### src/rtl/ahb_subordinate.sv
// AHB-Lite subordinate front end driving a request/stall backend with range/size/alignment decode.
// Latency: one data-phase cycle per transfer with a zero-wait backend; address N+1 overlaps data N.
// Backpressure: request_stall holds HREADYOUT low indefinitely; errors use the two-cycle ERROR response.
module ahb_subordinate #(
    parameter logic [31:0] BASE_ADDR  = 32'h8000_0000,
    parameter logic [31:0] SIZE_BYTES = 32'h0000_1000
) (
    input  logic        HCLK,
    input  logic        HRESETn,
    input  logic        HSEL,
    input  logic [31:0] HADDR,
    input  logic        HWRITE,
    input  logic [1:0]  HTRANS,
    input  logic [2:0]  HSIZE,
    input  logic [2:0]  HBURST,
    input  logic [31:0] HWDATA,
    input  logic [3:0]  HWSTRB,
    input  logic        HREADY,
    output logic        HREADYOUT,
    output logic        HRESP,
    output logic [31:0] HRDATA,
    output logic        ren,
    output logic        wen,
    output logic [31:0] addr,
    output logic [31:0] wdata,
    output logic [3:0]  strobe,
    input  logic [31:0] rdata,
    input  logic        request_stall,
    input  logic        error
);

    typedef enum logic [1:0] {ST_IDLE, ST_ACCESS, ST_ERR1, ST_ERR2} state_t;

    state_t      state_q, state_d;
    logic        write_q, write_d;
    logic [31:0] addr_q, addr_d;

    logic        accept;
    logic        in_range;
    logic        misalign;
    logic        dec_err;
    logic        can_take;
    logic        unused_in;

    // Burst type and the SEQ/NONSEQ distinction carry no meaning here.
    assign unused_in = ^{HBURST, HTRANS[0]};

    assign accept   = HSEL && HREADY && HTRANS[1];
    assign in_range = ({1'b0, HADDR} >= {1'b0, BASE_ADDR}) &&
                      ({1'b0, HADDR} <  ({1'b0, BASE_ADDR} + {1'b0, SIZE_BYTES}));
    assign misalign = ((HSIZE == 3'd1) && HADDR[0]) ||
                      ((HSIZE == 3'd2) && (HADDR[1:0] != 2'b00));
    assign dec_err  = !in_range || (HSIZE > 3'd2) || misalign;

    // A new address phase is only taken when the current data phase is finishing OKAY or in ERR2.
    assign can_take = (state_q == ST_IDLE) || (state_q == ST_ERR2) ||
                      ((state_q == ST_ACCESS) && !request_stall && !error);

    always_comb begin
        state_d = state_q;
        write_d = write_q;
        addr_d  = addr_q;
        case (state_q)
            ST_ACCESS: begin
                if (!request_stall) state_d = error ? ST_ERR2 : ST_IDLE;
            end
            ST_ERR1: state_d = ST_ERR2;
            ST_ERR2: state_d = ST_IDLE;
            default: state_d = ST_IDLE;
        endcase
        if (can_take && accept) begin
            state_d = dec_err ? ST_ERR1 : ST_ACCESS;
            write_d = HWRITE;
            addr_d  = HADDR;
        end
    end

    always_ff @(posedge HCLK or negedge HRESETn) begin
        if (!HRESETn) begin
            state_q <= ST_IDLE;
            write_q <= 1'b0;
            addr_q  <= 32'h0;
        end else begin
            state_q <= state_d;
            write_q <= write_d;
            addr_q  <= addr_d;
        end
    end

    assign addr  = addr_q;
    assign wdata = HWDATA;

    always_comb begin
        HREADYOUT = 1'b1;
        HRESP     = 1'b0;
        HRDATA    = 32'h0;
        ren       = 1'b0;
        wen       = 1'b0;
        strobe    = 4'h0;
        case (state_q)
            ST_ACCESS: begin
                ren       = !write_q;
                wen       = write_q;
                strobe    = write_q ? HWSTRB : 4'h0;
                HRDATA    = write_q ? 32'h0 : rdata;
                // Backend error is only meaningful once the backend stops stalling.
                HREADYOUT = !request_stall && !error;
                HRESP     = !request_stall && error;
            end
            ST_ERR1: begin
                HREADYOUT = 1'b0;
                HRESP     = 1'b1;
            end
            ST_ERR2: HRESP = 1'b1;
            default: ;
        endcase
    end

endmodule

### config.mk
export PLATFORM = sky130hd
export DESIGN_NAME = ahb_subordinate
export DESIGN_NICKNAME = d
export VERILOG_FILES = /design/src/rtl/ahb_subordinate.sv
export SDC_FILE = /design/constraint.sdc
export NUM_CORES = 1
export LEC_CHECK = 0
export ABC_CLOCK_PERIOD_IN_PS = 2400
export BUFFER_PORTS_ARGS = -buffer_cell sky130_fd_sc_hd__buf_2
export CAP_MARGIN = 25
export CORE_AREA = 2 2 84 86
export CTS_BUF_LIST = sky130_fd_sc_hd__clkbuf_8
export CTS_CLUSTER_DIAMETER = 150
export DETAILED_ROUTE_END_ITERATION = 10
export DIE_AREA = 0 0 86 88
export GPL_TIMING_DRIVEN = 0
export HOLD_SLACK_MARGIN = 0.02
export PLACE_DENSITY = 0.7
export SLEW_MARGIN = 30
export SYNTH_ARGS = -nofsm -noshare
export SYNTH_HDL_FRONTEND = slang
export SYNTH_SLANG_ARGS = --single-unit
### constraint.sdc
create_clock -name HCLK -period 2.4 [get_ports HCLK]
set_input_delay 0.12 -clock HCLK [delete_from_list [all_inputs] [get_ports HCLK]]
set_output_delay 0.12 -clock HCLK [all_outputs]
set_load 0.005 [all_outputs]
==> impl_metrics.json <==
{
  "status": "finished clean",
  "ctsHoldBuffers": 1,
  "synth_fp_nets": 298,
  "cts_setup_buffers": 0,
  "clock_path_buffers": 2,
  "post-place-ws_ps": 234,
  "port_buffers": 182,
  "cpPeakStageDelay_ps": 410,
  "grt_max_degree": 36,
  "dieWidth_um": 86,
  "grt_pass1_wl_um": 8150,
  "ys_warn_count": 0,
  "dieArea_sq_um": 7570,
  "min_path_type": "primary input to flop",
  "synth-seq-area-share_pct": 43.4,
  "critPathMaxFanout": 10,
  "maxCapViolCount": 0,
  "synth_top_family_by_area": "multiplexers",
  "synth_seq_cells": 35,
  "r2r_start": "state_q[1]",
  "yosys.area_share.simple_pct": 16.3,
  "layout_commonest_cell": "buf_2",
  "clock_sinks": 35,
  "area_growth_pct": 55.0,
  "synthMuxAreaShare_pct": 19.0,
  "numCtsBuffers": 5,
  "insertion_delay_ps": 290,
  "min_path_cells": 2,
  "drc": 0,
  "min-delay-start": "HADDR[23]",
  "min_period_ps": 2140,
  "r2r-end": "addr[6]",
  "start_kind": "flop",
  "synthAdderAreaFrac_pct": 2.48,
  "clk_pin_slew_ps": 80,
  "fin_skew_ps": 10.4,
  "fin_crit_sh_pct": 89.2,
  "holdPathEnd": "addr[23]",
  "num_rows": 30,
  "max_slew_margin_pct": 49.4,
  "final_cell_mix": "182 x buf_2, 35 x dfrtp_1, 33 x and2_1, 32 x mux2_2, 32 x buf_4",
  "worstPathArrival_ps": 2300,
  "slew_violations": 0,
  "vdd_drop_max_mv": 0.508,
  "multiInputGateArea_sq_um": 832,
  "intPower_mw": 1.20,
  "synth_xor_area_share_pct": 0,
  "reg2reg_depth": 6,
  "firstDrtPassIters": 4,
  "cts_tree": "yes",
  "path_cells": "inv_1 -> ha_1 -> or3b_4 -> a21oi_4 -> buf_8 -> mux2_2",
  "avgSynthCellArea_sq_um": 11.3,
  "synth_compound_area_share_pct": 3.47,
  "root_buffer": "clkbuf_8",
  "pwr-share-comb_pct": 27.6,
  "synth_area_sq_um": 2020,
  "coreArea_sq_um": 6640,
  "pwr-share-seq_pct": 47.2,
  "drive_gt1_share_pct": 70.0,
  "p_sw_share_pct": 27.3,
  "setup_viol": 0,
  "grtUsageTotal_pct": 13.6,
  "rsz0062_at_grt": "false",
  "overflow": 0,
  "setup_ws_ps": 260,
  "setup-tns-final_ps": 0,
  "r2r_setup_slack_ps": 260,
  "n_fill_cell": 645,
  "finalNetCount": 488,
  "gp_congestion": 0.724,
  "power.leakage_nw": 1.76,
  "power.switching_mw": 0.451,
  "post_drt_via_cell_ratio": 4.30,
  "powerDensity_nw_per_um2": 529,
  "cts_resized": 0,
  "antenna_found_initial": 0,
  "routed_wl_um": 5790,
  "grt_pass1_vias": 1714,
  "timing.fmax_mhz": 467,
  "vias": 1935,
  "worstMarginPinSlew_ps": 759,
  "fin_hold_ws_ps": 67.6,
  "n_antenna_cell": 0,
  "p_clk_share_pct": 25.3,
  "criticalPathCategory": "flop to flop",
  "regArea_sq_um": 876,
  "ctsHtreeMaxLevel": 2,
  "slowest_stage": "or3b_4",
  "io_pins": 219,
  "avgRoutedWirePerCell_um": 12.9,
  "yosysUniqueCellTypes": 26,
  "die_h_um": 88,
  "start_util_pct": 30.4,
  "syn_inst": 179,
  "drtIter0Drc": 36,
  "hold_viol_final": 0,
  "dpl.hpwl_um": 4820,
  "end_kind": "flop",
  "critPathRequiredTime_ps": 2560,
  "ant_nets": 0
}
## Yosys cell counts
master,number,share of area [%]
inv_1,3,0.56
nor2_1,3,0.56
a21o_1,1,0.37
clkbuf_1,4,0.74
nor4b_1,1,0.43
dfrtp_1,35,43
nor4_1,3,0.93
or3b_4,1,0.56
a211oi_1,1,0.37
mux2_2,32,18
nand3_1,1,0.25
mux2_1,2,1.1
a311oi_1,1,0.43
buf_8,3,2.2
nand3b_1,1,0.37
nand2_1,2,0.37
buf_4,32,12
ha_1,4,2.5
o21ai_0,3,0.74
and3_1,4,1.2
a21oi_1,3,0.74
nor2b_1,1,0.31
a21oi_4,1,0.81
nand4_1,1,0.31
and2_1,33,10
nor3_1,3,0.74
## state kept, by name, indices dropped and copies added (netlist names)
register	cells
addr	32
state_q	2
write_q	1
## power groups by stage
stage               logic, mW  clock network (mW)  registers [mW]
floorplan               0.191                   0           0.799
global placement        0.455                   0           0.782
detailed placement      0.465                   0           0.788
CTS                     0.466               0.433           0.782
global route            0.501               0.463           0.798
finish                  0.457               0.418           0.781
## through the flow
stage                     utilization, %  area, sq um  power [mW]  instances
after detailed placement            45.6         3030        1.25        441
after floorplan                        -         2020       0.990        179
final                               47.1         3130        1.66        450
after global routing                47.1         3130        1.76        450
after global placement              45.6         3030        1.24        441
after CTS                           47.1         3130        1.68        450
## how the worst max path moves through the flow
stage | from | to | slack (ps)
after global placement | state_q[1] | addr[12] | 280
after CTS | state_q[1] | addr[6] | 220
after detailed placement | state_q[1] | addr[6] | 230
final | state_q[1] | addr[6] | 260
after floorplan | state_q[1] | addr[10] | 460
after global routing | state_q[1] | addr[6] | 110
## cells by family after synthesis
logic type | Yosys count
fa+ha+maj | 4
simple gates | 54
mux | 34
buf+inv | 42
flops | 35
compound gates | 10
## final cells by class
| cell class | instances | share of cell area [%] |
|---|---|---|
| Buffer | 39 | 9.60 |
| Clock buffer | 5 | 2.20 |
| Multi-Input combinational cell | 102 | 26.6 |
| Sequential cell | 35 | 28.0 |
| Clock inverter | 3 | 0.640 |
| Timing Repair Buffer | 183 | 29.4 |
| Tap cell | 80 | 3.20 |
| Inverter | 3 | 0.360 |
## metal layers
layer,routed length (um),track usage [%],up-vias
met4,29,4.33,0
li1,-,-,948
met1,2020,14.9,870
met5,0,0,-
met3,709,4.81,2
met2,3030,24.8,115
## worst max-delay path, delay by kind of cell, from the launching register on
kind	cells	cell delay, ps
and+or+nand+nor	1	410
DFF	1	400
AOI/OAI and AO/OA	1	370
muxes	1	340
buffers and inverters	2	300
adders and majority gates	1	190
Power figures use the tool's default switching activity.
